--- config.mk ---
export PLATFORM = sky130hd
export DESIGN_NAME = ps2_scancode_rx
export DESIGN_NICKNAME = d
export VERILOG_FILES = /design/src/rtl/ps2_scancode_rx.sv
export SDC_FILE = /design/constraint.sdc
export NUM_CORES = 1
export LEC_CHECK = 0
export BUFFER_PORTS_ARGS = -buffer_cell sky130_fd_sc_hd__buf_2
export CAP_MARGIN = 10
export CORE_UTILIZATION = 40
export DETAILED_ROUTE_END_ITERATION = 16
export PLACE_DENSITY = 0.67
export REMOVE_ABC_BUFFERS = 1
export SLEW_MARGIN = 20
export SYNTH_ARGS = -nofsm -noshare
export SYNTH_HDL_FRONTEND = slang
export SYNTH_SLANG_ARGS = --single-unit
export TNS_END_PERCENT = 1
--- constraint.sdc ---
create_clock -name clk -period 1.8 [get_ports clk]
set_input_delay 0.18 -clock clk [delete_from_list [all_inputs] [get_ports clk]]
set_output_delay 0.18 -clock clk [all_outputs]
set_load 0.02 [all_outputs]
--- src/rtl/ps2_scancode_rx.sv ---
// PS/2 keyboard receiver: deframes the serial stream and holds the last pressed make code (8'hFF = blank).
// Optional auto-repeat suppression is enabled with `define PS2_TYPEMATIC_FILTER_EN.
module ps2_scancode_rx #(
    parameter int TIMEOUT_CYCLES = 10000,
    parameter int SYNC_STAGES    = 2
) (
    input  logic       clk,
    input  logic       reset_n,
    input  logic       ps2_clk,
    input  logic       ps2_data,
    output logic [7:0] scancode,
    output logic       code_valid,
    output logic       key_down,
    output logic       frame_err
);

    localparam int TW = (TIMEOUT_CYCLES > 2) ? $clog2(TIMEOUT_CYCLES) : 1;

    typedef enum logic [1:0] {
        IDLE  = 2'd0,
        RECV  = 2'd1,
        CHECK = 2'd2
    } state_t;

    logic [SYNC_STAGES-1:0] clk_sync_q;
    logic [SYNC_STAGES-1:0] dat_sync_q;
    logic                   clk_prev_q;
    logic                   clk_s;
    logic                   dat_s;
    logic                   fall_d;
    logic                   parity_ok_d;

    state_t                 state_q;
    logic [3:0]             bit_cnt_q;
    logic [7:0]             shift_q;
    logic                   par_q;
    logic                   stop_q;
    logic [TW-1:0]          to_cnt_q;
    logic                   done_q;
    logic                   ok_q;
    logic                   ext_q;
    logic                   brk_q;
    logic [7:0]             scancode_q;
    logic                   key_down_q;
    logic                   code_valid_q;
    logic                   frame_err_q;

    assign clk_s       = clk_sync_q[SYNC_STAGES-1];
    assign dat_s       = dat_sync_q[SYNC_STAGES-1];
    assign fall_d      = clk_prev_q & ~clk_s;
    assign parity_ok_d = stop_q & ((^shift_q) ^ par_q);

    // Synchronisers idle high so reset does not fabricate a falling edge.
    always_ff @(posedge clk or negedge reset_n) begin
        if (!reset_n) begin
            clk_sync_q <= '1;
            dat_sync_q <= '1;
            clk_prev_q <= 1'b1;
        end else begin
            clk_sync_q <= {clk_sync_q[SYNC_STAGES-2:0], ps2_clk};
            dat_sync_q <= {dat_sync_q[SYNC_STAGES-2:0], ps2_data};
            clk_prev_q <= clk_s;
        end
    end

    always_ff @(posedge clk or negedge reset_n) begin
        if (!reset_n) begin
            state_q      <= IDLE;
            bit_cnt_q    <= '0;
            shift_q      <= '0;
            par_q        <= 1'b0;
            stop_q       <= 1'b0;
            to_cnt_q     <= '0;
            done_q       <= 1'b0;
            ok_q         <= 1'b0;
            ext_q        <= 1'b0;
            brk_q        <= 1'b0;
            scancode_q   <= 8'hFF;
            key_down_q   <= 1'b0;
            code_valid_q <= 1'b0;
            frame_err_q  <= 1'b0;
        end else begin
            code_valid_q <= 1'b0;
            frame_err_q  <= 1'b0;
            done_q       <= 1'b0;

            if (fall_d)
                to_cnt_q <= '0;
            else if (state_q == RECV)
                to_cnt_q <= to_cnt_q + 1'b1;

            case (state_q)
                IDLE: begin
                    if (fall_d && !dat_s) begin
                        state_q   <= RECV;
                        bit_cnt_q <= '0;
                    end
                end
                RECV: begin
                    if (fall_d) begin
                        bit_cnt_q <= bit_cnt_q + 1'b1;
                        if (bit_cnt_q < 4'd8) begin
                            shift_q <= {dat_s, shift_q[7:1]};
                        end else if (bit_cnt_q == 4'd8) begin
                            par_q <= dat_s;
                        end else begin
                            stop_q  <= dat_s;
                            state_q <= CHECK;
                        end
                    end else if (to_cnt_q == TW'(TIMEOUT_CYCLES - 1)) begin
                        state_q     <= IDLE;
                        frame_err_q <= 1'b1;
                    end
                end
                CHECK: begin
                    done_q  <= 1'b1;
                    ok_q    <= parity_ok_d;
                    state_q <= IDLE;
                end
                default: state_q <= IDLE;
            endcase

            // Interpret the completed byte; shift_q is stable until the next frame's first data edge.
            if (done_q) begin
                if (!ok_q) begin
                    frame_err_q <= 1'b1;
                    ext_q       <= 1'b0;
                    brk_q       <= 1'b0;
                end else if (shift_q == 8'hE0) begin
                    ext_q <= 1'b1;
                end else if (shift_q == 8'hF0) begin
                    brk_q <= 1'b1;
                end else if (ext_q) begin
                    ext_q <= 1'b0;
                    brk_q <= 1'b0;
                end else if (brk_q) begin
                    brk_q <= 1'b0;
                    if (key_down_q && (shift_q == scancode_q)) begin
                        scancode_q   <= 8'hFF;
                        key_down_q   <= 1'b0;
                        code_valid_q <= 1'b1;
                    end
                end else begin
`ifdef PS2_TYPEMATIC_FILTER_EN
                    if (!(key_down_q && (shift_q == scancode_q))) begin
                        scancode_q   <= shift_q;
                        key_down_q   <= 1'b1;
                        code_valid_q <= 1'b1;
                    end
`else
                    scancode_q   <= shift_q;
                    key_down_q   <= 1'b1;
                    code_valid_q <= 1'b1;
`endif
                end
            end
        end
    end

    assign scancode   = scancode_q;
    assign key_down   = key_down_q;
    assign code_valid = code_valid_q;
    assign frame_err  = frame_err_q;

endmodule

==> results of run 1 <==
worst paths after layout:
path / from / endpoint / slack, ns / cells past startpoint
min in group asynchronous: reset_n / bit_cnt_q[1] / 0.50 / 3
min: clk_sync_q[0] / clk_sync_q[1] / 0.36 / 0
max: shift_q[4] / scancode[0] / 0.13 / 7
max reg2reg: shift_q[4] / scancode[0] / 0.13 / 7
min reg2reg: clk_sync_q[0] / clk_sync_q[1] / 0.36 / 0
max in group asynchronous: reset_n / shift_q[2] / 0.87 / 3
cell usage in the layout, fill, tap and decap left out, types with 6 or more instances in the layout:
cell / count
sky130_fd_sc_hd__dfrtp_1: 37
sky130_fd_sc_hd__nor2_1: 20
sky130_fd_sc_hd__buf_4: 19
sky130_fd_sc_hd__nand2_1: 16
sky130_fd_sc_hd__buf_2: 14
sky130_fd_sc_hd__inv_1: 13
sky130_fd_sc_hd__xnor2_1: 13
sky130_fd_sc_hd__dfstp_2: 13
sky130_fd_sc_hd__a21oi_1: 8
sky130_fd_sc_hd__o21ai_0: 8
sky130_fd_sc_hd__nand4_1: 7
sky130_fd_sc_hd__nor4_1: 7
sky130_fd_sc_hd__xor2_1: 7
sky130_fd_sc_hd__mux2_2: 6
sky130_fd_sc_hd__ha_1: 6
cell families after synthesis:
| family | Yosys count |
|---|---|
| multiplexers | 10 |
| adder cells (fa/ha/maj) | 8 |
| buffers and inverters | 18 |
| AO/OA/AOI/OAI | 32 |
| XOR/XNOR | 21 |
| AND/OR/NAND/NOR | 79 |
| flip-flops | 50 |
final cells by class:
class / count / share of cell area (%)
Inverter: 14 / 1.86
Multi-Input combinational cell: 150 / 38.3
Tap cell: 72 / 3.19
Timing Repair Buffer: 37 / 8.99
Clock buffer: 8 / 2.83
Sequential cell: 50 / 44.9
cell usage after synthesis:
cell type / number / share of area, %
sky130_fd_sc_hd__xnor2_1: 13 / 4.8
sky130_fd_sc_hd__xor2_1: 7 / 2.6
sky130_fd_sc_hd__clkbuf_1: 3 / 0.47
sky130_fd_sc_hd__or3b_1: 1 / 0.37
sky130_fd_sc_hd__nor2_2: 1 / 0.26
sky130_fd_sc_hd__or2_2: 1 / 0.26
sky130_fd_sc_hd__o221ai_1: 1 / 0.37
sky130_fd_sc_hd__nand3_1: 5 / 1.1
sky130_fd_sc_hd__dfstp_2: 13 / 14
sky130_fd_sc_hd__a211o_1: 1 / 0.37
sky130_fd_sc_hd__nand2b_1: 2 / 0.53
sky130_fd_sc_hd__nor3_1: 4 / 0.84
sky130_fd_sc_hd__o32ai_1: 1 / 0.37
sky130_fd_sc_hd__nor2b_1: 3 / 0.79
sky130_fd_sc_hd__a22oi_1: 5 / 1.6
sky130_fd_sc_hd__a2bb2oi_1: 3 / 1.1
sky130_fd_sc_hd__ha_1: 8 / 4.2
sky130_fd_sc_hd__or3_1: 4 / 1.1
sky130_fd_sc_hd__nand3_2: 1 / 0.42
sky130_fd_sc_hd__nor4b_2: 1 / 0.63
sky130_fd_sc_hd__nor2_1: 20 / 3.2
sky130_fd_sc_hd__and2b_1: 1 / 0.32
sky130_fd_sc_hd__a21o_1: 1 / 0.32
sky130_fd_sc_hd__o21ai_0: 8 / 1.7
sky130_fd_sc_hd__nand2_1: 16 / 2.5
sky130_fd_sc_hd__mux2i_1: 4 / 1.7
sky130_fd_sc_hd__or4_4: 1 / 0.47
sky130_fd_sc_hd__xnor3_1: 1 / 0.95
sky130_fd_sc_hd__and4_1: 2 / 0.74
sky130_fd_sc_hd__mux2_2: 6 / 2.8
sky130_fd_sc_hd__a21oi_1: 8 / 1.7
sky130_fd_sc_hd__buf_2: 1 / 0.21
sky130_fd_sc_hd__o2111ai_1: 1 / 0.37
sky130_fd_sc_hd__dfrtp_1: 37 / 39
sky130_fd_sc_hd__nor4bb_1: 1 / 0.42
sky130_fd_sc_hd__nand4_1: 7 / 1.8
sky130_fd_sc_hd__a32o_1: 3 / 1.3
sky130_fd_sc_hd__inv_1: 14 / 2.2
sky130_fd_sc_hd__nor4_1: 8 / 2.1
state kept, by name, indices dropped and copies added (netlist names), 2 cells and up:
register / flops
shift_q: 8
bit_cnt_q: 4
to_cnt_q: 14
state_q: 2
dat_sync_q: 2
clk_sync_q: 2
scancode: 8
layer usage:
metal / vias up / track usage [%] / part of all wire, %
li1: 852 / - / -
met1: 803 / 20.1 / 50
met2: 17 / 25.3 / 46
met3: 4 / 3.91 / 2.7
met4: 0 / 5.64 / 1.0
met5: - / 0 / 0
power by group:
| part | total (W) | switching (W) | leakage (nW) | internal, W |
|---|---|---|---|---|
| logic | 0.00136 | 0.000648 | 0.597 | 0.000714 |
| registers | 0.00159 | 0.000214 | 0.629 | 0.00137 |
| clock network | 0.000626 | 0.000349 | 0.0395 | 0.000277 |
| total | 0.00358 | 0.00121 | 1.27 | 0.00236 |
stage by stage:
stage               power (W)  setup TNS [ns]  utilization [%]  area (µm²)
floorplan             0.00246           -3.23                -        2360
global placement      0.00289               0             47.4        2660
global route          0.00384        -0.00986             50.4        2830
CTS                   0.00357               0             49.5        2780
detailed placement    0.00292               0             47.4        2660
finish                0.00358               0             50.4        2830
worst max-delay path: stages, from the launching register on:
cell and delay (ns):
sky130_fd_sc_hd__dfrtp_1 0.42, sky130_fd_sc_hd__ha_2 0.20, sky130_fd_sc_hd__o2111ai_2 0.21, sky130_fd_sc_hd__buf_4 0.15, sky130_fd_sc_hd__nor4b_4 0.24, sky130_fd_sc_hd__buf_6 0.18, sky130_fd_sc_hd__nor2_1 0.04, sky130_fd_sc_hd__a22oi_1 0.15
what timing repair did:
| action | CTS | global route |
|---|---|---|
| endpoints found under the setup margin | 3 | 14 |
| hold buffers | 3 | 0 |
| endpoints found under the hold margin | 19 | 0 |
| resized for setup | 0 | 14 |
| gates cloned | 0 | 1 |
| setup buffers | 1 | 0 |
| pin swaps | 0 | 2 |
==> Implementation_results.wiki, run 1 <==
{| class="wikitable"
! Metric !! Value
|-
| Clock tree from TritonCTS || done
|-
| Fmax achieved || between 0.5 and 0.6 GHz
|-
| Synthesis-to-finish area growth || 18.7%
|-
| Number of global-route vias before repair || 1703
|-
| Final-report max-slew violation count || 0
|-
| Detailed-route vias per instance || ~5
|-
| Largest family of logic cells by synthesized area || simple AND/OR/NAND/NOR gates
|-
| Syn Inst Count || 218
|-
| Number of design rule violations left after detail routing || 0
|-
| Initial Utilization || 42.5%
|-
| Ports placed on the boundary || 15
|-
| Data required time at the worst endpoint || 2.02 ns
|-
| Cell area after technology mapping || 2380 µm²
|-
| Std-Cell Rows || 27
|-
| Count of unique library cells instantiated by Yosys || 39
|-
| DIE HEIGHT || 79.2 µm
|-
| Global-route wire length before repair || between 7000 and 8000 µm
|-
| Clock sink count || 50
|-
| Filler Cell Count || 521
|-
| First DRT Iteration DRCs || 67
|-
| IR Drop Worst-Case VDD || between 0.0005 and 0.0006 V
|-
| Headroom to the max-slew limit || 59.2%
|-
| Post-synthesis compound-gate area fraction || 9.09%
|-
| RSZ-0062 raised after global routing || yes
|-
| Final Hold Fails || 0
|-
| Number of vias in the routed layout || roughly 1.7k
|-
| Count of max-cap constraint violations || 0
|-
| Post-synthesis sequential element count || 50
|-
| Post-route antenna net violation count || 0
|-
| Area occupied by multi-input gates || 1080 µm²
|-
| Simple-gate share of the synthesized area || 17.8%
|-
| Clock transition at path regs || 0.09 ns
|-
| Final period utilization || 92.7%
|-
| Final critical-path setup slack || 0.131 ns
|-
| Root buffer cell || sky130_fd_sc_hd__clkbuf_8
|-
| Slew @ Worst Pin || 0.612 ns
|-
| Number of antenna violations at the first check in global routing || 0
|-
| Hold/Removal Path Class || flop to flop
|-
| Sequential-to-total area share from yosys stat || around 53%
|-
| Source-to-sink clock delay at the later pin of the worst-skew pair || 0.30 ns
|-
| Clock Skews || between 0.01 and 0.015 ns
|-
| Final setup vio count || 0
|-
| Final nets || 270
|-
| Fin cells || 331
|-
| Post-synthesis adder-cell area fraction || around 4.2%
|-
| Fin Hold WS || 0.360 ns
|-
| Die width || 79.2 µm
|-
| Minimum clock period || between 1.5 and 2 ns
|-
| Critical path start-end classification || flop to flop
|-
| Die outline area || 6260 µm²
|-
| Routed wirelength normalized by instance count || 13.3 µm
|-
| Outcome || finished, final reports clean
|-
| Sequential cell area || 1270 µm²
|-
| Placement-stage worst setup slack || around 0.00025 ns
|-
| Xor and xnor area share after synthesis || under 10%
|-
| Synthesized area per cell || 10.9 µm²
|-
| Core area || approximately 5600 µm²
|-
| Count of input and output buffers || 14
|-
| Startpoint class of the critical path || flop
|-
| Pin count of the biggest net entering global routing || 51
|-
| Share of post-route cells with drive strength above 1 || a little over a quarter
|-
| H-tree lvl count || 2
|-
| Arrival time worst endpoint || 1.88 ns
|-
| Total CTS buffers || 5
|-
| Final weighted congestion in routability-driven placement || around 0.80
|-
| Global-route usage over all layers || roughly 16%
|-
| Share of synthesized area spent on multiplexers || between 4 and 5%
|-
| Biggest fanout along the worst timing path || 7
|-
| Routed WL || 4410 µm
|-
| Number of diodes added for antenna fixing || 0
|-
| Number of cells after detailed placement || 318
|-
| Ys Warns || 0
|-
| Detail Placement HPWL || 3100 µm
|-
| Global route total overflow || 0
|-
| Leakage component of the power || 1.27 nW
|-
| Capturing element type of the critical path || flop
|-
| Clock buffer depth || 2
|-
| Pwr Density || 1270 nW/µm²
|-
| Pre-Repair DR Iteration Count || 4
|}
Power figures use the tool's default switching activity.
==> inputs of run 2 (changes only) <==
--- a/config.mk
+++ b/config.mk
@@ -6,11 +6,10 @@
 export NUM_CORES = 1
 export LEC_CHECK = 0
 export BUFFER_PORTS_ARGS = -buffer_cell sky130_fd_sc_hd__buf_2
-export CAP_MARGIN = 10
+export CAP_MARGIN = 20
 export CORE_UTILIZATION = 40
 export DETAILED_ROUTE_END_ITERATION = 16
 export PLACE_DENSITY = 0.67
-export REMOVE_ABC_BUFFERS = 1
 export SLEW_MARGIN = 20
 export SYNTH_ARGS = -nofsm -noshare
 export SYNTH_HDL_FRONTEND = slang
==> run 2 against run 1 <==
Combinational power decreased by 3%. Final cell count increased by 0.60%. Via count increased by 1.5%. Count of clock-buffer cells in the layout decreased by 1. Wire length decreased by 1.3%. Power increased by 0.36%. Global-route usage about the same. Largest power group unchanged.
==> Implementation_results.wiki, run 2 (synthesis results as in run 1) <==
{| class="wikitable"
! Metric !! Value
|-
| Count of max-cap constraint violations || 0 (unchanged)
|-
| Metal-1 WL || 2130 µm (-3.5%)
|-
| Detail Placement HPWL || 3240 µm (+4.7%)
|-
| Portion of total power attributed to sequential cells || 45.1% (+0.7 points)
|-
| Biggest fanout along the worst timing path || 4 (-3)
|-
| Number of global-route vias before repair || 1716 (+0.76%)
|-
| Top Layer Used || met4
|-
| Initial Utilization || 42.5% (unchanged)
|-
| Pin count of the biggest net entering global routing || 24 (-53%)
|-
| Final nets || 272 (+0.74%)
|-
| Hold path startpoint || dat_sync_q[0]
|-
| Final weighted congestion in routability-driven placement || 0.830 (+4.2%)
|-
| Met2 WL || 2070 µm (+1.5%)
|-
| Source-to-sink clock delay at the later pin of the worst-skew pair || 0.29 ns (about the same)
|-
| H-tree lvl count || 2 (unchanged)
|-
| Clock sink count || 50 (unchanged)
|-
| Clock transition at path regs || 0.08 ns (about the same)
|-
| Net Sw Frac || 33.6% (-0.26 points)
|-
| Routed WL || 4350 µm (-1.3%)
|-
| Number of cells after detailed placement || 318 (unchanged)
|-
| Most frequent cells in the layout || 37 x sky130_fd_sc_hd__dfrtp_1, 22 x sky130_fd_sc_hd__buf_4, 20 x sky130_fd_sc_hd__nor2_1
|-
| First DRT Iteration DRCs || 70 (+4.5%)
|-
| Final total power || 0.00359 W (+0.36%)
|-
| Final setup vio count || 0 (unchanged)
|-
| Final period utilization || 94.1% (+1.4 points)
|-
| Ports placed on the boundary || 15 (unchanged)
|-
| Number of nets in the synthesized netlist || 230
|-
| Slew @ Worst Pin || 0.508 ns (-0.104 ns)
|-
| Most common cell after layout, fill and taps aside || sky130_fd_sc_hd__dfrtp_1
|-
| Detailed-route vias per instance || 5.11 (+0.88%)
|-
| Capturing element type of the critical path || flop
|-
| Leakage component of the power || 1.29 nW (+1.6%)
|-
| Data required time at the worst endpoint || 2.02 ns (about the same)
|-
| Routed wirelength normalized by instance count || 13.1 µm (-1.9%)
|-
| Core area || 5610 µm² (unchanged)
|-
| Final-report max-slew violation count || 0 (unchanged)
|-
| Global route total overflow || 0 (unchanged)
|-
| Register with the most flip-flops || to_cnt_q
|-
| Launch point of the worst reg-to-reg path || shift_q[4]
|-
| Fin cells || 333 (+0.60%)
|-
| WL met3 || 124 µm (+5.1%)
|-
| Setup TNS || 0 ns (unchanged)
|-
| IR Drop Worst-Case VDD || 0.000627 V (+20%)
|-
| Die outline area || 6260 µm² (unchanged)
|-
| Clock Skews || 0.00697 ns (-0.00355 ns)
|-
| Hold/Removal Path Class || flop to flop
|-
| Share of post-route cells with drive strength above 1 || 28.7% (+2.1 points)
|-
| Global-route wire length before repair || 7620 µm (+0.28%)
|-
| Final Instance Area || 2860 µm² (+1.1%)
|-
| Headroom to the max-slew limit || 66.1% (+6.9 points)
|-
| Count of input and output buffers || 14 (unchanged)
|-
| Internal power consumption || 0.00238 W (+0.76%)
|-
| Critical path start-end classification || flop to flop
|-
| Root buffer cell || sky130_fd_sc_hd__clkbuf_8
|-
| Number of flip-flops under the largest register name || 14 (unchanged)
|-
| Final Hold Fails || 0 (unchanged)
|-
| Clock buffer depth || 2 (unchanged)
|-
| Total CTS buffers || 5 (unchanged)
|-
| Fin Hold WS || 0.360 ns (+0.0000680 ns)
|-
| Clock tree from TritonCTS || done
|-
| Fmax achieved || 0.591 GHz (-1.4%)
|-
| Number of vias in the routed layout || 1701 (+1.5%)
|-
| Outcome || finished, final reports clean
|-
| Pwr Density || 1260 nW/µm² (-0.74%)
|-
| Pre-Repair DR Iteration Count || 4 (unchanged)
|-
| Post-place instance area || 2660 µm² (unchanged)
|-
| Number of design rule violations left after detail routing || 0 (unchanged)
|-
| Relative contribution of the clock network to total power || 18.2% (+0.7 points)
|-
| Synthesis-to-finish area growth || 20.0%
|-
| Combinational share of power || 36.7% (-1.4 points)
|-
| Startpoint class of the critical path || flop
|-
| Number of antenna violations at the first check in global routing || 0 (unchanged)
|-
| Number of diodes added for antenna fixing || 0 (unchanged)
|-
| Die width || 79.2 µm (unchanged)
|-
| Minimum clock period || 1.69 ns (+0.0243 ns)
|-
| DIE HEIGHT || 79.2 µm (unchanged)
|-
| Global-route usage over all layers || 15.6% (+0.025 points)
|-
| Worst setup startpoint || shift_q[4]
|-
| Arrival time worst endpoint || 1.91 ns (+0.03 ns)
|-
| P_sw || 0.00121 W (-0.42%)
|-
| Std-Cell Rows || 27 (unchanged)
|-
| Post-route antenna net violation count || 0 (unchanged)
|}
[run 2: power by group through the flow]
stage                     sequential, W  clock [W]  combinational [W]
after global routing            0.00165   0.000729            0.00147
after CTS                       0.00160   0.000689            0.00129
final                           0.00162   0.000653            0.00132
after global placement          0.00161          0            0.00124
after floorplan                 0.00164          0           0.000832
after detailed placement        0.00162          0            0.00126
[run 2: critical path, stage by stage (launching register included)]
cell                        delay, ns
sky130_fd_sc_hd__dfrtp_1         0.42
sky130_fd_sc_hd__inv_2           0.07
sky130_fd_sc_hd__ha_4            0.16
sky130_fd_sc_hd__o2111ai_2       0.19
sky130_fd_sc_hd__or3b_1          0.39
sky130_fd_sc_hd__or2_4           0.26
sky130_fd_sc_hd__a2bb2oi_1       0.13
[run 2: path summary, 6_finish.rpt]
kind                       slack (ns)       endpoint  cells past startpoint
min in group asynchronous        0.39    to_cnt_q[2]                      2
hold / removal                   0.36  dat_sync_q[1]                      0
hold reg to reg                  0.36  dat_sync_q[1]                      0
setup / recovery                 0.11    scancode[6]                      6
max in group asynchronous        0.75    scancode[6]                      3
setup reg to reg                 0.11    scancode[6]                      6
[run 2: timing repair]
| item | CTS | global route |
|---|---|---|
| resized for setup | 1 | 10 |
| pin swaps | 0 | 5 |
| setup buffers | 0 | 4 |
| hold buffers | 3 | 0 |
| endpoints found under the setup margin | 5 | 8 |
| endpoints found under the hold margin | 18 | 0 |
[run 2: routing by layer]
layer | up-vias | GRT usage, %
met5 | - | 0
met4 | 0 | 3.45
met3 | 2 | 3.91
met2 | 24 | 25.2
met1 | 821 | 21.1
li1 | 854 | -
[run 2: cell type report]
class	count	area (µm²)
flip-flops and latches	50	1270
inverters	14	52.6
repair buffers	39	265
clock buffers	7	86.3
fillers	528	2750
well taps	72	90.1
clock inverters	1	5.00
multi-input cells	150	1090
[run 2: through the flow]
step	utilization (%)	worst slack, ns
detailed placement	47.4	-0.00131
floorplan	-	0.0301
CTS	49.7	0.00811
global route	50.9	-0.0147
global placement	47.4	0.0602
finish	50.9	0.107
==> inputs of run 3 (changes only) <==
--- a/config.mk
+++ b/config.mk
@@ -7,9 +7,11 @@
 export LEC_CHECK = 0
 export BUFFER_PORTS_ARGS = -buffer_cell sky130_fd_sc_hd__buf_2
 export CAP_MARGIN = 20
-export CORE_UTILIZATION = 40
+export CELL_PAD_IN_SITES_DETAIL_PLACEMENT = 2
+export CELL_PAD_IN_SITES_GLOBAL_PLACEMENT = 2
+export CORE_UTILIZATION = 36
 export DETAILED_ROUTE_END_ITERATION = 16
-export PLACE_DENSITY = 0.67
+export PLACE_DENSITY = 0.83
 export SLEW_MARGIN = 20
 export SYNTH_ARGS = -nofsm -noshare
 export SYNTH_HDL_FRONTEND = slang
==> run 3 against run 2 <==
Clock skew rose by 0.0035 ns. Utilization down 4.1 points. Count of clock-buffer cells in the layout down 2. Maximum frequency down 9.6%. Non-clock buffer count rose by 4. Sequential share of layout area is 1.7 points lower. Largest power group is now combinational logic. First-iteration DRC count is 30% higher. Critical path type unchanged. Design area increased by 4.0%. Power increased by 17%. Final cell count is 2.7% higher. The run now ends with setup timing left. Register-to-register slack lost 0.18 ns.
==> Implementation_results.wiki, run 3 (synthesis results as in run 1) <==
{| class="wikitable"
! Metric !! Value
|-
| Initial Utilization || 37.5% (-5.0 points)
|-
| Relative contribution of the clock network to total power || 19.5% (+1.3 points)
|-
| Global-route usage over all layers || 21.2% (+5.6 points)
|-
| Pin count of the biggest net entering global routing || 31 (+29%)
|-
| Final-report max-slew violation count || 0 (unchanged)
|-
| Number of design rule violations left after detail routing || 0 (unchanged)
|-
| Final critical-path setup slack || -0.0739 ns (-0.181 ns)
|-
| Final Hold Fails || 0 (unchanged)
|-
| Final total power || 0.00419 W (+17%)
|-
| Startpoint class of the critical path || flop
|-
| RSZ-0062 raised after global routing || yes
|-
| Arrival time worst endpoint || 2.10 ns (+0.19 ns)
|-
| Global-route wire length before repair || 11400 µm (+49%)
|-
| Register with the most flip-flops || to_cnt_q
|-
| Portion of total power attributed to sequential cells || 39.8% (-5.3 points)
|-
| Combinational share of power || 40.7% (+4.0 points)
|-
| Final nets || 276 (+1.5%)
|-
| Global route total overflow || 0 (unchanged)
|-
| Clock sink count || 50 (unchanged)
|-
| Number of buffer and inverter instances along the worst setup path || 3 (+2)
|-
| CP Depth || 8 (+2)
|-
| Final period utilization || 104% (+10 points)
|-
| Net Sw Frac || 38.3% (+4.7 points)
|-
| Hold path startpoint || clk_sync_q[0]
|-
| Routed wirelength normalized by instance count || 23.4 µm (+79%)
|-
| Detailed-route vias per instance || 5.57 (+9.0%)
|-
| Number of flip-flops under the largest register name || 14 (unchanged)
|-
| DIE HEIGHT || 83.3 µm (+5.3%)
|-
| Core area || 6350 µm² (+13%)
|-
| Headroom to the max-slew limit || 64.9% (-1.2 points)
|-
| Largest delay share family, worst path || flip-flops
|-
| Outcome || complete, but fails checks
|-
| P_sw || 0.00160 W (+33%)
|-
| Number of cells after detailed placement || 325 (+2.2%)
|-
| Hold/Removal Path Class || flop to flop
|-
| Internal power consumption || 0.00259 W (+8.5%)
|-
| Delay of the slowest cell on the worst path || 0.42 ns (about the same)
|-
| Master of the slowest instance on the critical path || sky130_fd_sc_hd__dfrtp_1
|-
| Ports placed on the boundary || 15 (unchanged)
|-
| Critical path start-end classification || flop to flop
|-
| Post-place instance area || 2690 µm² (+1.3%)
|-
| Number of diodes added for antenna fixing || 0 (unchanged)
|-
| Synthesis-to-finish area growth || 24.8%
|-
| Number of nets in the synthesized netlist || 230 (unchanged)
|-
| Number of vias in the routed layout || 1905 (+12%)
|-
| Capturing element type of the critical path || flop
|-
| Clock tree from TritonCTS || done
|-
| Pre-Repair DR Iteration Count || 4 (unchanged)
|-
| Number of antenna violations at the first check in global routing || 0 (unchanged)
|-
| First DRT Iteration DRCs || 91 (+30%)
|-
| Share of post-route cells with drive strength above 1 || 34.0% (+5.2 points)
|-
| IR Drop Worst-Case VDD || 0.000606 V (-3.3%)
|-
| Slew @ Worst Pin || 0.526 ns (+0.0180 ns)
|-
| Path depth of the worst reg2reg path || 8 (+2)
|-
| Number of global-route vias before repair || 2056 (+20%)
|-
| Launch point of the worst reg-to-reg path || shift_q[4]
|-
| Detail Placement HPWL || 4540 µm (+40%)
|-
| Fin cells || 342 (+2.7%)
|-
| Biggest fanout along the worst timing path || 6 (+2)
|-
| H-tree lvl count || 2 (unchanged)
|-
| Clock Skews || 0.0105 ns (+0.00354 ns)
|-
| End-of-flow core utilization || 46.8% (-4.1 points)
|-
| Source-to-sink clock delay at the later pin of the worst-skew pair || 0.31 ns (+0.02 ns)
|-
| Pwr Density || 1410 nW/µm² (+12%)
|-
| Clock buffer depth || 2 (unchanged)
|-
| Violations in the final reports || setup timing
|-
| Worst setup startpoint || shift_q[4]
|-
| Die outline area || 6940 µm² (+11%)
|-
| Hold depth || 0 (unchanged)
|-
| Clock transition at path regs || 0.10 ns (+0.02 ns)
|-
| Filler Cell Count || 641 (+21%)
|-
| Placement-stage worst setup slack || -0.0332 ns (-0.0318 ns)
|-
| Fmax achieved || 0.534 GHz (-9.6%)
|-
| Std-Cell Rows || 29 (+7.4%)
|-
| Root buffer cell || sky130_fd_sc_hd__clkbuf_8
|-
| Die width || 83.3 µm (+5.3%)
|-
| Most frequent cells in the layout || 36 x sky130_fd_sc_hd__dfrtp_1, 23 x sky130_fd_sc_hd__buf_4, 19 x sky130_fd_sc_hd__nor2_1
|-
| Leakage component of the power || 1.32 nW (+2.8%)
|-
| Data required time at the worst endpoint || 2.03 ns (about the same)
|-
| Count of max-cap constraint violations || 0 (unchanged)
|-
| Routed WL || 8020 µm (+84%)
|-
| Series of cell instances along the critical path || inv_2 -> ha_2 -> o2111ai_2 -> buf_4 -> nor4b_4 -> buf_6 -> nor2_1 -> a22oi_1
|-
| Final weighted congestion in routability-driven placement || 0.752 (-9.3%)
|-
| Count of input and output buffers || 14 (unchanged)
|-
| Final setup vio count || 8 (+8)
|-
| Post-route antenna net violation count || 0 (unchanged)
|-
| Final Instance Area || 2970 µm² (+4.0%)
|-
| Most common cell after layout, fill and taps aside || sky130_fd_sc_hd__dfrtp_1
|-
| Minimum clock period || 1.87 ns (+0.181 ns)
|-
| Total CTS buffers || 5 (unchanged)
|}
==> run 3: cell type report <==
type / count / area (µm²) / share of cell area (%)
Clock buffer: 5 / 68.8 / 2.32
Multi-Input combinational cell: 150 / 1130 / 38.0
Tap cell: 77 / 96.3 / 3.24
Inverter: 14 / 52.6 / 1.77
Timing Repair Buffer: 43 / 315 / 10.6
Sequential cell: 50 / 1270 / 42.7
Clock inverter: 3 / 40.0 / 1.35
==> run 3: worst paths after layout <==
| path | to | slack (ns) |
|---|---|---|
| setup / recovery | scancode[3] | -0.07 |
| hold / removal | clk_sync_q[1] | 0.36 |
| setup reg to reg | scancode[3] | -0.07 |
| hold reg to reg | clk_sync_q[1] | 0.36 |
| max in group asynchronous | clk_prev_q | 0.80 |
| min in group asynchronous | code_valid | 0.37 |
==> run 3: timing repair <==
action | in CTS | in global routing
endpoints found under the setup margin | 8 | 16
hold buffers | 3 | 0
pin swaps | 1 | 8
cloned | 0 | 1
hold endpoints to repair | 17 | 0
setup buffers | 3 | 2
gates resized for setup | 9 | 18
==> run 3: per-layer routing <==
layer	share of wire, %	global-route usage, %	up-vias	wire length [µm]
met5	0	0	-	0
met3	1.9	3.78	13	149
met4	2.3	7.99	0	182
met1	43	27.0	1000	3450
met2	53	36.0	33	4230
li1	-	-	859	-
==> run 3: metrics by stage <==
stage,hold WS [ns],TNS [ns]
2_1_floorplan,-0.116,0
3_3_place_gp,0.181,0
3_5_place_dp,0.185,-0.134
4_1_cts,0.361,0
5_1_grt,0.368,-1.16
6_report,0.359,-0.227
==> run 3: power groups by stage <==
stage                     clock network (W)  registers, W  logic (W)
final                              0.000816       0.00167    0.00170
after global routing               0.000866       0.00170    0.00185
after floorplan                           0       0.00164   0.000832
after detailed placement                  0       0.00164    0.00141
after global placement                    0       0.00161    0.00129
after CTS                          0.000820       0.00163    0.00153
